## config.mk

```make
export PLATFORM = sky130hd
export DESIGN_NAME = iir_sos_engine
export DESIGN_NICKNAME = d
export VERILOG_FILES = /design/src/rtl/iir_sos_engine_pkg.sv /design/src/rtl/iir_round_sat.sv /design/src/rtl/iir_sos_engine.sv
export SDC_FILE = /design/constraint.sdc
export NUM_CORES = 2
export LEC_CHECK = 0
export ABC_AREA = 1
export CAP_MARGIN = 20
export CORE_AREA = 3 3 308 310
export CTS_CLUSTER_DIAMETER = 120
export DETAILED_ROUTE_END_ITERATION = 12
export DIE_AREA = 0 0 311 313
export GPL_ROUTABILITY_DRIVEN = 0
export GPL_TIMING_DRIVEN = 0
export PLACE_DENSITY = 0.66
export REMOVE_ABC_BUFFERS = 1
export SLEW_MARGIN = 30
export SYNTH_ARGS = -nofsm -noshare
export SYNTH_HDL_FRONTEND = slang
export SYNTH_SLANG_ARGS = --single-unit
```

## constraint.sdc

```tcl
create_clock -name clk_i -period 25.7 [get_ports clk_i]
set_clock_uncertainty 0.15 [all_clocks]
set_input_delay 5.14 -clock clk_i [delete_from_list [all_inputs] [get_ports clk_i]]
set_output_delay 5.14 -clock clk_i [all_outputs]
set_load 0.1 [all_outputs]
```

## src/rtl/iir_sos_engine_pkg.sv

```systemverilog
// Shared definitions for the time-multiplexed biquad cascade.
// Provides the datapath widths, section/tap counts, Q2.22 saturation limits,
// the FSM state encoding and a sign-extension helper for products.
package iir_sos_engine_pkg;

  localparam int unsigned DW           = 24;  // sample / coefficient width, Q2.22
  localparam int unsigned FRAC         = 22;  // fractional bits
  localparam int unsigned NSEC         = 4;   // cascaded sections
  localparam int unsigned ACCW         = 52;  // 48-bit product + 4 guard bits
  localparam int unsigned COEF_PER_SEC = 5;   // b0 b1 b2 a1 a2
  localparam int unsigned PW           = 2 * DW;
  localparam int unsigned AW           = 5;   // coefficient ROM address width
  localparam int unsigned SW           = $clog2(NSEC);
  localparam int unsigned TW           = 3;   // tap counter width

  localparam logic [SW-1:0] LastSec = SW'(NSEC - 1);
  localparam logic [TW-1:0] LastTap = TW'(COEF_PER_SEC - 1);

  localparam logic signed [DW-1:0] SatMax = {1'b0, {(DW - 1){1'b1}}};  // 0x7FFFFF
  localparam logic signed [DW-1:0] SatMin = {1'b1, {(DW - 1){1'b0}}};  // 0x800000

  typedef enum logic [1:0] {
    StIdle,
    StMac,
    StFin,
    StOut
  } state_e;

  function automatic logic signed [ACCW-1:0] sext_prod(input logic signed [PW-1:0] p);
    return {{(ACCW - PW){p[PW-1]}}, p};
  endfunction

endpackage

```

## src/rtl/iir_round_sat.sv

```systemverilog
// Converts a section accumulator back to a Q2.22 sample.
// Round half up (add 2^(FRAC-1)), arithmetic shift right by FRAC, then clamp
// to the signed DW-bit range.
//   acc_i  : accumulator, signed, ACCW bits, 2*FRAC fractional bits
//   data_o : rounded/saturated Q2.22 sample
//   sat_o  : high when clamping occurred
module iir_round_sat
  import iir_sos_engine_pkg::*;
(
  input  logic [ACCW-1:0] acc_i,
  output logic [DW-1:0]   data_o,
  output logic            sat_o
);

  localparam logic signed [ACCW-1:0] Half =
    {{(ACCW - FRAC){1'b0}}, 1'b1, {(FRAC - 1){1'b0}}};
  localparam logic signed [ACCW-1:0] MaxExt = {{(ACCW - DW){1'b0}}, SatMax};
  localparam logic signed [ACCW-1:0] MinExt = {{(ACCW - DW){1'b1}}, SatMin};

  logic signed [ACCW-1:0] rounded;
  logic signed [ACCW-1:0] shifted;

  always_comb begin
    rounded = $signed(acc_i) + Half;
    shifted = rounded >>> FRAC;
    data_o  = shifted[DW-1:0];
    sat_o   = 1'b0;
    if (shifted > MaxExt) begin
      data_o = SatMax;
      sat_o  = 1'b1;
    end else if (shifted < MinExt) begin
      data_o = SatMin;
      sat_o  = 1'b1;
    end
  end

endmodule

```

## src/rtl/iir_sos_engine.sv

```systemverilog
// Time-multiplexed 4-section DF-I biquad cascade sharing one 24x24 multiplier.
// One sample in, 5 MAC cycles + 1 finish cycle per section, one sample out.
//   clk_i         : clock, rising edge
//   rst_n         : asynchronous active-low reset
//   in_valid_i    : input sample valid
//   in_ready_o    : sample can be accepted (idle and no clear request)
//   in_data_i     : input sample, Q2.22
//   clear_state_i : zero all delay lines (idle only)
//   coeff_addr_o  : registered coefficient ROM address
//   coeff_in_i    : ROM data for coeff_addr_o, Q2.22
//   out_valid_o   : one-cycle pulse, out_data_o valid
//   out_data_o    : filtered sample, held until next out_valid_o
//   sat_flag_o    : pulse with out_valid_o if any section clamped
//   busy_o        : high from acceptance through the out_valid_o cycle
module iir_sos_engine
  import iir_sos_engine_pkg::*;
(
  input  logic          clk_i,
  input  logic          rst_n,
  input  logic          in_valid_i,
  output logic          in_ready_o,
  input  logic [DW-1:0] in_data_i,
  input  logic          clear_state_i,
  output logic [AW-1:0] coeff_addr_o,
  input  logic [DW-1:0] coeff_in_i,
  output logic          out_valid_o,
  output logic [DW-1:0] out_data_o,
  output logic          sat_flag_o,
  output logic          busy_o
);

  state_e state_q, state_d;

  logic [TW-1:0] tap_q, tap_d;
  logic [SW-1:0] sec_q, sec_d;
  logic [AW-1:0] addr_q, addr_d;

  // x_q holds the current section input; d1/d2[k] is the input history of
  // section k, and d1/d2[k+1] doubles as its output history.
  logic signed [DW-1:0]   x_q, x_d;
  logic signed [DW-1:0]   d1_q [NSEC+1];
  logic signed [DW-1:0]   d1_d [NSEC+1];
  logic signed [DW-1:0]   d2_q [NSEC+1];
  logic signed [DW-1:0]   d2_d [NSEC+1];
  logic signed [ACCW-1:0] acc_q, acc_d;
  logic                   sat_q, sat_d;
  logic [DW-1:0]          out_data_q, out_data_d;

  logic                   accept;
  logic [SW:0]            sec_up;
  logic signed [DW-1:0]   coef_s;
  logic signed [DW-1:0]   op;
  logic signed [PW-1:0]   prod;
  logic signed [ACCW-1:0] prod_ext;
  logic [DW-1:0]          y;
  logic                   y_sat;

  assign accept = in_valid_i && in_ready_o;
  assign sec_up = {1'b0, sec_q} + 1'b1;

  // State register
  always_ff @(posedge clk_i or negedge rst_n) begin
    if (!rst_n) begin
      state_q <= StIdle;
    end else begin
      state_q <= state_d;
    end
  end

  // Next-state logic
  always_comb begin
    state_d = state_q;
    unique case (state_q)
      StIdle: if (accept) state_d = StMac;
      StMac:  if (tap_q == LastTap) state_d = StFin;
      StFin:  state_d = (sec_q == LastSec) ? StOut : StMac;
      StOut:  state_d = StIdle;
      default: state_d = StIdle;
    endcase
  end

  // FSM outputs
  always_comb begin
    in_ready_o  = (state_q == StIdle) && !clear_state_i;
    out_valid_o = (state_q == StOut);
    sat_flag_o  = (state_q == StOut) && sat_q;
    busy_o      = (state_q != StIdle) || accept;
  end

  // Shared multiplier: taps 0..2 use input history, taps 3..4 output history.
  assign coef_s = coeff_in_i;

  always_comb begin
    case (tap_q)
      3'd0:    op = x_q;
      3'd1:    op = d1_q[sec_q];
      3'd2:    op = d2_q[sec_q];
      3'd3:    op = d1_q[sec_up];
      3'd4:    op = d2_q[sec_up];
      default: op = '0;
    endcase
  end

  assign prod     = coef_s * op;
  assign prod_ext = sext_prod(prod);

  iir_round_sat u_round_sat (
    .acc_i  (acc_q),
    .data_o (y),
    .sat_o  (y_sat)
  );

  // Datapath next-state
  always_comb begin
    tap_d      = tap_q;
    sec_d      = sec_q;
    addr_d     = addr_q;
    x_d        = x_q;
    d1_d       = d1_q;
    d2_d       = d2_q;
    acc_d      = acc_q;
    sat_d      = sat_q;
    out_data_d = out_data_q;
    unique case (state_q)
      StIdle: begin
        if (clear_state_i) begin
          for (int i = 0; i <= NSEC; i++) begin
            d1_d[i] = '0;
            d2_d[i] = '0;
          end
        end else if (accept) begin
          x_d    = in_data_i;
          sat_d  = 1'b0;
          tap_d  = '0;
          sec_d  = '0;
          addr_d = '0;
        end
      end
      StMac: begin
        // First tap restarts the accumulator; a-terms are subtracted.
        if (tap_q == '0) begin
          acc_d = prod_ext;
        end else if (tap_q >= 3'd3) begin
          acc_d = acc_q - prod_ext;
        end else begin
          acc_d = acc_q + prod_ext;
        end
        tap_d = (tap_q == LastTap) ? '0 : tap_q + 1'b1;
        if (tap_q == LastTap && sec_q == LastSec) begin
          addr_d = '0;
        end else begin
          addr_d = addr_q + 1'b1;
        end
      end
      StFin: begin
        d2_d[sec_q] = d1_q[sec_q];
        d1_d[sec_q] = x_q;
        if (sec_q == LastSec) begin
          d2_d[NSEC] = d1_q[NSEC];
          d1_d[NSEC] = y;
          out_data_d = y;
        end
        x_d   = y;
        sat_d = sat_q | y_sat;
        sec_d = sec_q + 1'b1;
      end
      StOut: begin
      end
      default: begin
      end
    endcase
  end

  always_ff @(posedge clk_i or negedge rst_n) begin
    if (!rst_n) begin
      tap_q      <= '0;
      sec_q      <= '0;
      addr_q     <= '0;
      x_q        <= '0;
      acc_q      <= '0;
      sat_q      <= 1'b0;
      out_data_q <= '0;
      for (int i = 0; i <= NSEC; i++) begin
        d1_q[i] <= '0;
        d2_q[i] <= '0;
      end
    end else begin
      tap_q      <= tap_d;
      sec_q      <= sec_d;
      addr_q     <= addr_d;
      x_q        <= x_d;
      acc_q      <= acc_d;
      sat_q      <= sat_d;
      out_data_q <= out_data_d;
      d1_q       <= d1_d;
      d2_q       <= d2_d;
    end
  end

  assign coeff_addr_o = addr_q;
  assign out_data_o   = out_data_q;

endmodule
```

Yosys cells after proc, flatten, opt, wreduce, memory -nomap -nowiden
Cells that the tools add are included.
{"block": "classes", "addsub": 7, "mul": 1, "eq_ne": 12, "magnitude_cmp": 6, "reduce_logical": 17, "mux": 49, "n_bitwise": 3}
{"op": "$pmux 120 s2", "n": 2}
{"op": "$mux 24", "n": 15}
{"op": "$bmux 24 s3", "n": 4}
{"op": "$bwmux 120", "n": 2}
{"op": "$mux 120", "n": 1}
{"op": "$pmux 24 s5", "n": 1}
{"op": "$mux 52", "n": 2}
{"op": "$demux 24 s3", "n": 1}
{"op": "$add 52x23->52 const B", "n": 1}
{"op": "$add 52x48->52", "n": 1}
{"op": "$sub 52x48->52", "n": 1}
{"op": "$mul 24x24->48", "n": 1}
{"op": "$pmux 24 s2", "n": 1}
{"op": "$gt 30x24->1 const B", "n": 1}
{"op": "$lt 30x24->1 const B", "n": 1}
{"op": "$mux 5", "n": 3}
{"op": "$mux 2", "n": 5}
{"op": "$pmux 5 s2", "n": 1}
{"op": "$mux 3", "n": 3}
{"op": "$ne 2x2->1 const B", "n": 4}
{"op": "$pmux 2 s4", "n": 1}
{"op": "$eq 2x2->1 const B", "n": 3}
{"op": "$eq 3x2->1 const B", "n": 2}
{"op": "$pmux 3 s2", "n": 1}
{"op": "other kinds (25)", "n": 37}
{"block": "totals", "inputBits": 52, "output_inout_bits": 33, "regBits": 353, "elab_cells": 113}

Logic depth before layout (Yosys ltp)
{"block": "depth", "depth_word": 10, "depth_mapped": 67, "ltp_nobuf": 62}

Hierarchy
A second synthesis with hierarchy kept.
{"block": "hier_totals", "hier_cells": 6118, "hier_area_um2": 45876.5}
{"mod": "iir_sos_engine", "n_inst": 1, "seq_area_each_um2": 8833.5, "cells_per_inst": 5891, "area_per_inst_um2": 44610.3}
{"mod": "iir_round_sat", "n_inst": 1, "seq_area_each_um2": 0.0, "cells_per_inst": 227, "area_per_inst_um2": 1266.2}

Least setup slack after synthesis
Ideal clock, no wire load.
{"block": "synth_path", "kind": "in2reg", "from": "input coeff_in_i[23]", "to": "register acc_q[51]", "required_time_ns": 25.417, "t_arrival_ns": 13.680, "path_stages": 41, "n_path_buf": 2, "setup_ns": 0.133, "slack_ns": 11.737, "cell_sequence": "buf_1 > clkbuf_1 > nand2_1 > fa_1 > inv_1 > fa_1 > inv_1 > fa_1 > inv_1 > fa_1 > fa_1 > fa_1 > fa_1 > ha_1 > nand2_1 > nor2_1 > nand2_1 > nor3_1 > [... 5 more ...] > nor2_1 > nand2_1 > nor3_1 > nand3_1 > xor2_1 > nand2_1 > o21ai_0 > ha_1 > a21oi_1 > o21ai_0 > a21oi_1 > inv_1 > a221oi_1 > nand3_1 > nand2_1 > nand3_1 > nand3_1 > a21oi_1"}
{"block": "synth_via", "elab_chain_len": 4, "word_cells_on_any_way": 5, "cone_classes": "2 x add/sub; 1 x mul; 2 x mux"}
{"element": "start: declaration", "line": "iir_sos_engine.sv:25", "text": "input logic [DW-1:0] coeff_in_i,"}
{"element": "$mul 24x24->48 *", "line": "iir_sos_engine.sv:104", "text": "assign prod = coef_s * op;"}
{"element": "$add 52x48->52 or $sub 52x48->52 (tied branches)", "line": "iir_sos_engine.sv:146, iir_sos_engine.sv:144"}
{"element": "$mux 52", "line": "iir_sos_engine.sv:143", "text": "end else if (tap_q >= 3'd3) begin"}
{"element": "$mux 52 *", "line": "iir_sos_engine.sv:141", "text": "if (tap_q == '0) begin"}
{"element": "end signal: assignment", "line": "iir_sos_engine.sv:180", "text": "acc_q <= '0;"}
{"element": "end signal: assignment", "line": "iir_sos_engine.sv:192", "text": "acc_q <= acc_d;"}
{"element": "end: declaration", "line": "iir_sos_engine.sv:45", "text": "logic signed [ACCW-1:0] acc_q, acc_d;"}
Every way passes the cells marked *; elsewhere a longest branch is shown, timed or not.
A chain may end at the register's enable or synchronous reset.

Worst setup path in the final report
{"block": "layout_path", "from": "input coeff_in_i[23]", "to": "register acc_q[50]"}
The elaborated chain is that of the path after synthesis.

==> run_results.csv <==
group,metric,value,unit
status,status,"complete, no violations",
floorplan,rows,111,
synthesis,synth_seq_cells,353,
grt,grt_max_degree,96,
grt,met2_usage,0.491,
detailed_routing,antenna_left,0,
floorplan,dieWidth,311,um
finish,final_common_cell,"nand2_1",
detailed_routing,drc,0,
finish,final_cell_mix,"1,368 x nand2_1, 1,345 x inv_1, 609 x fa_1",
timing,finalCriticalPeriod,16.67,ns
synthesis,synth_cell_type_count,59,
clock_network,path_clk_slew,0.06,ns
placement,portBuffers,84,
worst_setup_path,cp_num_buf_inv,5,
clock_network,clock-sinks,353,
grt,use_met1,0.424,
floorplan,die-area,97300,um2
timing,hold_viol_final,0,
worst_setup_path,critical_path.max_stage_delay,1.07,ns
timing,finalCritPeriodShare,0.649,
finish,multi_input_area,31200,um2
grt,grt_pass1_wl,239000,um
timing,max_freq,60.0,MHz
worst_setup_path,critPathKind,"input port to flop",
synthesis,netlist_instances,6242,
floorplan,initial_core_util,0.500,
detailed_routing,num_vias,41700,
clock_network,max-clock-path-buffers,3,
finish,fillerInstances,8876,
detailed_routing,drt-wirelength-per-cell,20.2,um
timing,setup_viol_count_final,0,
finish,final_layout_size_suffix_gt1_frac,0.0430,
finish,seq_area,8840,um2
synthesis,synth_edf_count,0,
grt,antenna_found_initial,1,
clock_network,root_buffer,"clkbuf_16",
clock_network,cts_resized,0,
finish,final_nets,6988,
worst_setup_path,path_delay_family,"adder cells",
grt,grt.met3_usage,0.0625,
synthesis,avgSynthCellArea,7.37,um2
placement,placedCellCount,7334,
detailed_routing,wirelength,150000,um
clock_network,numCtsBuffers,38,
floorplan,io_pins,85,
grt,grt_overflow,0,
placement,post-dp-hpwl,112000,um
detailed_routing,firstDrtPassIters,6,
floorplan,coreArea,91900,um2
grt,grt.busiest_layer,"met2",
synthesis,seq_area_frac_synth,0.192,
synthesis,syn_area,46000,um2
synthesis,async_flop_share,1.00,
grt,track_usage,0.311,
worst_setup_path,crit_fanout,16,
grt,grt_pass1_vias,41500,
floorplan,die_y,313,um
clock_network,cts_setup_buffers,0,
synthesis,yosysWarnings,0,
detailed_routing,vias_per_cell,5.63,
detailed_routing,drt_iter0_drc,4183,
worst_setup_path,crit_arrival,16.98,ns
finish,diodes,0,
synthesis,synth-main-ff-cell,"dfrtp_1",
clock_network,htreeDepth,2,
clock_network,cts_tree,"done",
timing,drv_slew,0,
clock_network,clock_latency,0.57,ns
finish,stdcell_count,7403,
worst_setup_path,cp_data_required_time,26.01,ns
timing,rsz0062_at_grt,"false",
finish,area_growth,8.36,%
job,drv_cap,0,
worst_setup_path,critPathLaunchType,"input port",
timing,tightestPinTransition,1.03,ns
timing,slew_headroom,0.307,
worst_setup_path,critical_path.slowest_cell,"clkdlybuf4s50_1",
clock_network,cts_hold_buf,0,
worst_setup_path,cp-end-kind,"flop",
min_path,hold_class,"flop to flop",
-- sequential cells by signal (all words and copies together), names as in the netlist --
register,flops
acc_q,52
coeff_addr_o,5
d1_q,120
d2_q,120
out_data_o,24
sat_q,1
sec_q,2
state_q,2
tap_q,3
x_q,24
-- worst reg2reg max path: cells and delay by family (launching register included) --
kind                       cells  cell delay (ns)
adders and majority gates     10             4.83
and+or+nand+nor               22             3.71
xor gates and xnor gates       2             0.83
DFF                            1             0.57
buffers and inverters         17             3.73
AOI/OAI and AO/OA              7             1.18
-- layout make-up --
cell class / count / share of cell area
well taps: 1243 / 0.0312
clock inverters: 15 / 0.00264
multi-input cells: 4245 / 0.626
repair buffers: 129 / 0.0371
flip-flops and latches: 353 / 0.177
inverters: 1364 / 0.103
clock buffers: 54 / 0.0223
-- worst paths after layout --
| kind | startpoint | to | slack [ns] | cells after the start |
|---|---|---|---|---|
| min reg2reg | out_data_o[2]$_DFFE_PN0P_ | out_data_o[2]$_DFFE_PN0P_ | 0.33 | 2 |
| min | out_data_o[2]$_DFFE_PN0P_ | out_data_o[2]$_DFFE_PN0P_ | 0.33 | 2 |
| max in group asynchronous | rst_n | sec_q[0]$_DFFE_PN0P_ | 19.78 | 3 |
| max reg2reg | sec_q[0]$_DFFE_PN0P_ | acc_q[46]$_DFFE_PN0P_ | 10.56 | 58 |
| min in group asynchronous | rst_n | d2_q[99]$_DFFE_PN0P_ | 4.35 | 1 |
| max | coeff_in_i[23] | acc_q[50]$_DFFE_PN0P_ | 9.03 | 38 |
-- kinds of logic after synthesis --
logic type      Yosys count  share of synthesized area
simple gates           2222                      0.199
buf+inv                1644                      0.136
compound gates         1115                      0.135
fa+ha+maj               805                      0.318
flops                   353                      0.192
xor+xnor                103                     0.0201
-- metrics by stage --
stage	cell area [um2]	setup TNS (ns)	util	worst slack [ns]	hold slack (ns)
CTS	49800	0	0.542	9.18	0.334
finish	49800	0	0.542	9.03	0.330
detailed placement	48600	0	0.528	8.66	0.317
floorplan	44900	0	-	6.69	0.305
global placement	47300	-111.61	0.514	-3.77	0.315
global route	49800	0	0.542	8.34	0.346
-- layer usage --
| layer | wire [um] | vias up | part of all wire |
|---|---|---|---|
| met4 | 6340 | 0 | 0.042 |
| met3 | 15200 | 347 | 0.10 |
| met5 | 0 | - | 0 |
| met2 | 67200 | 1989 | 0.45 |
| li1 | - | 19000 | - |
| met1 | 61000 | 20300 | 0.41 |
-- cell usage after synthesis, types with 56 or more instances --
master    instances  area share
nand2_1        1384        0.11
inv_1          1355        0.11
fa_1            609        0.27
nor2_1          425       0.035
o21ai_0         395       0.043
a21oi_1         384       0.042
dfrtp_1         353        0.19
nand3_1         256       0.028
clkbuf_1        214       0.017
ha_1            196       0.053
o22ai_1         149       0.020
xor2_1           77       0.015
a31oi_1          56      0.0076
Power is left out: the tool's default activity adds up to more than one toggle a clock period on the data nets, which glitch-free logic cannot reach.
